[src/rtl/uart_pkg.sv]
// Shared UART definitions: ASCII constants, line length, FSM state encodings
// and the BCD-digit-to-ASCII conversion used by the score reporter.
package uart_pkg;

    localparam logic [7:0] ZERO  = 8'h30;
    localparam logic [7:0] DASH  = 8'h2D;
    localparam logic [7:0] CR    = 8'h0D;
    localparam logic [7:0] LF    = 8'h0A;
    localparam logic [7:0] QMARK = 8'h3F;

    localparam int FRAME_BYTES = 7;

    typedef enum logic [1:0] {
        TX_IDLE,
        TX_START,
        TX_DATA,
        TX_STOP
    } tx_state_t;

    typedef enum logic [1:0] {
        LINE_IDLE,
        LINE_LOAD,
        LINE_SEND_BYTE,
        LINE_WAIT_BYTE
    } line_state_t;

    // Non-BCD codes (10..15) are reported as '?' so a corrupt counter is visible on the host.
    function automatic logic [7:0] digit_to_ascii(input logic [3:0] d);
        return (d <= 4'd9) ? (ZERO + {4'd0, d}) : QMARK;
    endfunction

endpackage

[src/rtl/uart_tx_byte.sv]
// 8N1 byte serializer: start bit, eight data bits LSB first, stop bit,
// each held for CLKS_PER_BIT cycles. RsTx-style output is registered.
module uart_tx_byte
    import uart_pkg::*;
#(
    parameter int CLKS_PER_BIT = 16
) (
    input  logic       clk,
    input  logic       reset,
    input  logic       start,
    input  logic [7:0] data,
    output logic       tx,
    output logic       ready,
    output logic       byte_done
);

    localparam int CNT_W = $clog2(CLKS_PER_BIT);
    localparam logic [CNT_W-1:0] LAST_CNT = CNT_W'(CLKS_PER_BIT - 1);

    tx_state_t        state;
    tx_state_t        next_state;
    logic [CNT_W-1:0] baud_cnt;
    logic [2:0]       bit_idx;
    logic [7:0]       shift;
    logic [7:0]       shift_next;
    logic             tx_next;
    logic             bit_end;

    assign bit_end   = (baud_cnt == LAST_CNT);
    assign ready     = (state == TX_IDLE);
    assign byte_done = (state == TX_STOP) && bit_end;

    always_ff @(posedge clk) begin
        if (reset) begin
            state <= TX_IDLE;
        end else begin
            state <= next_state;
        end
    end

    always_comb begin
        next_state = state;
        shift_next = shift;
        tx_next    = 1'b1;
        case (state)
            TX_IDLE: begin
                if (start) begin
                    next_state = TX_START;
                    shift_next = data;
                end
            end
            TX_START: begin
                if (bit_end) next_state = TX_DATA;
            end
            TX_DATA: begin
                if (bit_end) begin
                    shift_next = {1'b0, shift[7:1]};
                    if (bit_idx == 3'd7) next_state = TX_STOP;
                end
            end
            TX_STOP: begin
                if (bit_end) next_state = TX_IDLE;
            end
            default: next_state = TX_IDLE;
        endcase
        // The line level follows the state being entered so tx stays a clean register output.
        case (next_state)
            TX_START: tx_next = 1'b0;
            TX_DATA:  tx_next = shift_next[0];
            default:  tx_next = 1'b1;
        endcase
    end

    always_ff @(posedge clk) begin
        if (reset) begin
            baud_cnt <= '0;
            bit_idx  <= 3'd0;
            shift    <= 8'd0;
            tx       <= 1'b1;
        end else begin
            tx    <= tx_next;
            shift <= shift_next;
            if (state == TX_IDLE) begin
                baud_cnt <= '0;
                bit_idx  <= 3'd0;
            end else begin
                baud_cnt <= bit_end ? '0 : baud_cnt + 1'b1;
                if (state == TX_DATA && bit_end) begin
                    bit_idx <= bit_idx + 3'd1;
                end
            end
        end
    end

endmodule

[src/rtl/score_uart_tx.sv]
// Score reporter: on a send pulse, snapshots the four BCD score digits and
// transmits the ASCII line "P1P1-P2P2\r\n" through the byte serializer.
module score_uart_tx
    import uart_pkg::*;
#(
    parameter int CLK_FREQ     = 100_000_000,
    parameter int BAUD         = 9600,
    parameter int CLKS_PER_BIT = CLK_FREQ / BAUD
) (
    input  logic       clk,
    input  logic       reset,
    input  logic       send,
    input  logic [3:0] dig0,
    input  logic [3:0] dig1,
    input  logic [3:0] dig2,
    input  logic [3:0] dig3,
    output logic       busy,
    output logic       done,
    output logic       RsTx
);

    line_state_t state;
    line_state_t next_state;
    logic [3:0]  snap0;
    logic [3:0]  snap1;
    logic [3:0]  snap2;
    logic [3:0]  snap3;
    logic [2:0]  byte_idx;
    logic [7:0]  tx_byte;
    logic        ser_start;
    logic        ser_ready;
    logic        ser_done;
    logic        last_byte;

    assign busy      = (state != LINE_IDLE);
    assign last_byte = (byte_idx == 3'(FRAME_BYTES - 1));
    assign ser_start = (state == LINE_LOAD) && ser_ready;

    uart_tx_byte #(
        .CLKS_PER_BIT(CLKS_PER_BIT)
    ) u_tx_byte (
        .clk      (clk),
        .reset    (reset),
        .start    (ser_start),
        .data     (tx_byte),
        .tx       (RsTx),
        .ready    (ser_ready),
        .byte_done(ser_done)
    );

    // Tens digit goes first so the host reads each score in natural order.
    always_comb begin
        tx_byte = LF;
        case (byte_idx)
            3'd0:    tx_byte = digit_to_ascii(snap1);
            3'd1:    tx_byte = digit_to_ascii(snap0);
            3'd2:    tx_byte = DASH;
            3'd3:    tx_byte = digit_to_ascii(snap3);
            3'd4:    tx_byte = digit_to_ascii(snap2);
            3'd5:    tx_byte = CR;
            default: tx_byte = LF;
        endcase
    end

    always_ff @(posedge clk) begin
        if (reset) begin
            state <= LINE_IDLE;
        end else begin
            state <= next_state;
        end
    end

    always_comb begin
        next_state = state;
        case (state)
            LINE_IDLE: begin
                if (send) next_state = LINE_LOAD;
            end
            LINE_LOAD: begin
                if (ser_ready) next_state = LINE_WAIT_BYTE;
            end
            LINE_WAIT_BYTE: begin
                if (ser_done) next_state = last_byte ? LINE_IDLE : LINE_LOAD;
            end
            default: next_state = LINE_IDLE;
        endcase
    end

    always_ff @(posedge clk) begin
        if (reset) begin
            snap0    <= 4'd0;
            snap1    <= 4'd0;
            snap2    <= 4'd0;
            snap3    <= 4'd0;
            byte_idx <= 3'd0;
            done     <= 1'b0;
        end else begin
            done <= (state == LINE_WAIT_BYTE) && ser_done && last_byte;
            if (state == LINE_IDLE && send) begin
                snap0    <= dig0;
                snap1    <= dig1;
                snap2    <= dig2;
                snap3    <= dig3;
                byte_idx <= 3'd0;
            end else if (state == LINE_WAIT_BYTE && ser_done && !last_byte) begin
                byte_idx <= byte_idx + 3'd1;
            end
        end
    end

endmodule

[config.mk]
export PLATFORM = sky130hd
export DESIGN_NAME = score_uart_tx
export DESIGN_NICKNAME = d
export VERILOG_FILES = /design/src/rtl/uart_pkg.sv /design/src/rtl/uart_tx_byte.sv /design/src/rtl/score_uart_tx.sv
export SDC_FILE = /design/constraint.sdc
export NUM_CORES = 1
export LEC_CHECK = 0
export ABC_AREA = 1
export CORE_MARGIN = 2
export CORE_UTILIZATION = 63
export DETAILED_ROUTE_END_ITERATION = 8
export DONT_BUFFER_PORTS = 1
export PLACE_DENSITY = 0.89
export RECOVER_POWER = 100
export SLEW_MARGIN = 5
export SYNTH_ARGS = -nofsm -noshare
export SYNTH_HDL_FRONTEND = slang
export SYNTH_SLANG_ARGS = --single-unit
[constraint.sdc]
create_clock -name clk -period 1.8 [get_ports clk]
set_input_delay 0.09 -clock clk [delete_from_list [all_inputs] [get_ports clk]]
set_output_delay 0.09 -clock clk [all_outputs]
set_load 0.01 [all_outputs]
==> Yosys cells after proc, flatten, opt, wreduce, memory -nomap -nowiden <==
Index checks and enable logic that the tools add are counted.
{ "totals": {"register_bits": 50, "latchBits": 0, "ramBits": 0, "romBits": 0, "inputBits": 19, "elab_cells": 82, "mem_count": 0} }
{ "classes": {"addsub": 7, "multipliers": 0, "div": 0, "magnitude_cmp": 4, "eq_ne": 20, "shift": 0, "muxes": 20, "bitwise_logic": 0, "n_reduce_logical": 18} }
{ "ops": {"columns": ["op", "count"], "rows": [
  ["$pmux W7 S6", 1],
  ["$add A6 B4 Y7 const A", 4],
  ["$mux W7", 4],
  ["$le A4 B4 Y1 const B", 4],
  ["$mux W2", 8],
  ["$mux W8", 2],
  ["$pmux W8 S2", 1],
  ["$add A14 B1 Y14 const B", 1],
  ["$eq A14 B14 Y1 const B", 1],
  ["$eq A3 B3 Y1 const B", 4],
  ["$eq A2 B2 Y1 const B", 4],
  ["$ne A2 B2 Y1 const B", 4],
  ["$pmux W2 S4", 1],
  ["$logic_and A1 B1 Y1", 7],
  ["$add A3 B1 Y3 const B", 2],
  ["$eq A2 B1 Y1 const B", 3],
  ["$eq A3 B2 Y1 const B", 2],
  ["$pmux W2 S3", 1],
  ["$reduce_and A3 Y1", 2],
  ["$logic_not A2 Y1", 2],
  ["$reduce_bool A2 Y1", 2],
  ["$reduce_or A2 Y1", 2],
  ["$eq A3 B1 Y1 const B", 1],
  ["$logic_not A3 Y1", 1],
  ["other kinds (5)", 5]
]} }

==> Longest topological paths before layout <==
{ "depth": {"depth_word": 6, "ltp_mapped": 13, "ltp_nobuf": 13} }

==> Cells and area by module <==
From an unflattened synthesis, not the netlist that was laid out.
{ "hier_totals": {"cells_unflattened": 355, "area_unflattened_um2": 2549.9} }
{ "modules_own_cells": {"columns": ["module", "n_inst", "cells_each", "area_per_inst_um2"], "rows": [
  ["uart_tx_byte", 1, 185, 1373.8],
  ["score_uart_tx", 1, 170, 1176.1]
]} }

==> Worst setup path before layout <==
OpenSTA, ideal clock, no wires.
{ "synth_path": {"kind": "flip-flop to flip-flop", "startpoint": "reg u_tx_byte.baud_cnt[0]", "endpoint": "reg u_tx_byte.baud_cnt[13]", "setup_ps": 115, "arrival_ps": 1355, "t_required_ps": 1685, "slack_ps": 331, "path_stages_with_launch": 11, "period_less_slack_ps": 1469, "path_cell_list": "dfxtp_1 -> ha_1 -> nand2_1 -> nor2_1 -> nand2_1 -> nor2_4 -> nor2_4 -> inv_2 -> buf_2 -> a21oi_2 -> o21a_1"} }
{ "synth_via": {"elab_chain_len": 2, "elab_cells_between_ends": 3, "cone_classes": "add/sub: 1; eq/ne: 1; reduce/logical: 1"} }
{ "synth_lines": {"columns": ["item", "line", "rtl"], "rows": [
  ["start: declaration", "uart_tx_byte.sv:22", "logic [CNT_W-1:0] baud_cnt;"],
  ["start signal: assignment", "uart_tx_byte.sv:87", "baud_cnt <= bit_end ? '0 : baud_cnt + 1'b1;"],
  ["branches (longest 2 deep; another with $add A14 B1 Y14)", null, null]
]} }
Parallel ways; which one is timed is not known.
A chain may end at the register's enable or synchronous reset.

==> Worst setup path in the final report <==
{ "layout_path": {"startpoint": "reg u_tx_byte.baud_cnt[0]", "endpoint": "reg u_tx_byte.tx"} }
{ "layout_via": {"elab_chain_len": 5, "elab_cells_between_ends": 10, "cone_classes": "eq/ne: 3; mux: 7"} }
{ "layout_lines": {"columns": ["item", "line", "rtl"], "rows": [
  ["$eq A14 B14 Y1 *", "uart_tx_byte.sv:29", "assign bit_end = (baud_cnt == LAST_CNT);"],
  ["$mux W2 (on tied branches)", "uart_tx_byte.sv:62, uart_tx_byte.sv:53, uart_tx_byte.sv:56", null],
  ["$pmux W2 S4", "uart_tx_byte.sv:45", "case (state)"],
  ["$eq A2 B2 Y1 or $eq A2 B1 Y1 (tied branches)", "uart_tx_byte.sv:67", "case (next_state)"],
  ["$pmux W1 S2 *", "uart_tx_byte.sv:67", null],
  ["end signal: assignment", "uart_tx_byte.sv:81", "tx <= tx_next;"],
  ["end: declaration", "uart_tx_byte.sv:12", "output logic tx,"]
]} }
Every way passes the cells marked *; elsewhere a longest branch is shown, timed or not. The select of a mux whose other input is x is not followed.

==> results.toml <==
[run_status]
outcome = "finished with violations"
violations = "hold timing"

[worst_setup_path]
r2r-start = "u_tx_byte.baud_cnt[0]"
crit_path_cell_trace = "ha_1, nand2_1, nor2_2, nand2_2, nor2_4, nand3_1, nand2_1, nand2_1, nand2_1, nand3_1"
crit_path_end_kind = "flip-flop"
crit_path_end = "u_tx_byte.tx"
crit_top_cell = "nand2_1"
crit_slowest_cell = "dfxtp_1"
crit_arrival_ns = 1.81
reg2reg_depth = 10
cp_max_fo = 4
cp.required_ns = 1.96
start_kind = "flip-flop"
timing.rr.end = "u_tx_byte.tx"
slowest_delay_ns = 0.36
critPathKind = "flip-flop to flip-flop"
reg2reg_setup_slack_ns = 0.15
crit_start = "u_tx_byte.baud_cnt[0]"

[placement]
gp_congestion = 0.893
hpwlAfterDp_um = 3700
io_buffers = 0
placed_area_um2 = 2540

[timing]
setup_tns_ns = 0
fin_hold_ws_ns = -0.000338
tightestPinTransition_ns = 0.589
drv_slew = 0
relSlewSlack_pct = 60.7
setup_viol = 0
hold_viol_final = 2
min_period_ns = 1.65
fmax_mhz = 606
fin_crit_sh_pct = 91.6
fin_worst_skew_ns = 0.00639

[routing]
drc = 0
wirelength_um = 5480
drtAntennaViolNets = 0
vias = 2366
drt_iter0_drc = 175
drt-pass1-iter-count = 4
avgRoutedWirePerCell_um = 12.8
vias_per_cell = 5.53

[synth]
synth_cells = 367
syn_area_per_cell_um2 = 6.82
syn-cell-area_um2 = 2500
ys_ff_latch = 49
synth_cell_types = 30
synth_nets = 394
yosysWarnings = 0
yosysSeqAreaShare_pct = 39.2

[clock_tree]
cts-root-buf = "clkbuf_8"
cts.clk_slew.worst_paths_ns = 0.09
cts_sinks = 49
cts_buffer_depth = 2
cts_tree = "built"
cts.htree.levels = 2
cts_buffers = 5
clk_latency_ns = 0.30

[floorplan]
core_area_um2 = 3740
ios = 22
dieWidth_um = 67.0
row_count = 22
initial_core_util_pct = 66.8
dieHeight_um = 67.0
die_area_um2 = 4490

[global_route]
grt_pass1_wl_um = 9090
antenna_found_initial = 0
track_usage_pct = 26.4
overflow = 0
grt_max_degree = 23
grt_pass1_vias = 2197

[pwr]
power-per-cell-area_nw_per_um2 = 771
p_leak_uw = 0.00117
peakVddDrop_uv = 541
power_uw = 2150

[layout]
fin_nets = 407
finalInstanceArea_um2 = 2790
diodes = 0
final_common_cell = "nand2_1"
layout-drive-gt1-share_pct = 8.68
fill_cells = 289
mostFrequentLayoutCells = "71 x nand2_1, 53 x nor2_1, 47 x dfxtp_1, 46 x inv_1, 34 x o21ai_0"
area_delta_synth_final_pct = 11.3

[hold_path]
min_path_type = "input port to flip-flop"
hp-start = "dig2[2]"

[run]
drv_cap = 0
-- sequential cells by signal, summed over array words and instances (netlist names) --
| name | flops |
|---|---|
| u_tx_byte.baud_cnt | 14 |
| u_tx_byte.shift | 7 |
| snap0 | 4 |
| snap1 | 4 |
| snap2 | 4 |
| snap3 | 4 |
| byte_idx | 3 |
| u_tx_byte.bit_idx | 3 |
| state | 2 |
| u_tx_byte.state | 2 |
| done | 1 |
| u_tx_byte.tx | 1 |
-- what timing repair did --
item / 4_1_cts / 5_1_grt
resized for setup: 0 / 9
buffers inserted: 0 / 0
endpoints found under the hold margin: 20 / 0
endpoints found under the setup margin: 0 / 8
hold buffers: 13 / 0
-- cells by family after synthesis --
kind of cell             share of synthesized area (%)
AND/OR/NAND/NOR                                   31.7
AO/OA/AOI/OAI                                     13.9
XOR/XNOR                                          1.75
adder cells (fa/ha/maj)                           4.00
buffers and inverters                             9.45
flip-flops                                        39.2
-- synthesized netlist by cell type, drive strengths merged --
cell	instances	area (µm²)
inv	53	199
nand4	5	37.5
or2	1	6.26
o21bai	1	7.51
nand2	73	277
o21ai	34	170
dfxtp	49	981
nand3	26	130
and3	1	6.26
nor2	62	270
nor3	6	40.0
o22ai	1	6.26
nor3b	1	7.51
xor2	5	43.8
o211ai	1	7.51
buf	3	15.0
o21a	2	15.0
nor4	3	18.8
a21oi	22	114
o221ai	1	8.76
clkbuf	6	22.5
a31oi	3	18.8
ha	8	100
-- per-stage QoR --
step / cells / utilization, % / setup slack, ns
after floorplan: 367 / - / 0.331
after global placement: 408 / 67.8 / 0.187
after detailed placement: 408 / 67.8 / 0.142
after CTS: 428 / 73.6 / 0.134
after global routing: 428 / 74.4 / -0.00123
final: 428 / 74.4 / 0.151
-- worst max-delay path: cells and delay by family (launching register included) --
family / cells / cell delay [ns]
fa+ha+maj: 1 / 0.21
flops: 1 / 0.36
simple gates: 9 / 0.95
-- worst min path at each step --
stage,to,slack [ns],cells past startpoint
5_1_grt,u_tx_byte.bit_idx[0],0.0008,3
3_3_place_gp,u_tx_byte.shift[3],0.16,1
4_1_cts,u_tx_byte.bit_idx[0],0.001,3
3_5_place_dp,u_tx_byte.shift[3],0.16,1
6_report,snap2[2],-0.0003,2
2_1_floorplan,snap0[1],0.26,2
-- final cells by class --
| cell class | count | area (µm²) | share of cell area [%] |
|---|---|---|---|
| repair buffers | 15 | 141 | 5.08 |
| flip-flops and latches | 49 | 983 | 35.3 |
| inverters | 53 | 199 | 7.14 |
| well taps | 48 | 60.1 | 2.16 |
| clock buffers | 7 | 86.3 | 3.10 |
| multi-input cells | 256 | 1320 | 47.2 |
-- report_power, final --
group | switching [µW] | leakage (µW) | internal (µW)
Sequential | 53.3 | 0.000401 | 1150
Combinational | 186 | 0.000721 | 107
Clock | 344 | 0.0000443 | 305
Total | 583 | 0.00117 | 1570
-- metal layers --
metal	routed length, µm	track usage [%]
met5	0	0
met2	2800	46.8
met1	2410	31.7
met4	50	6.38
met3	223	6.59
Power figures use the tool's default switching activity.
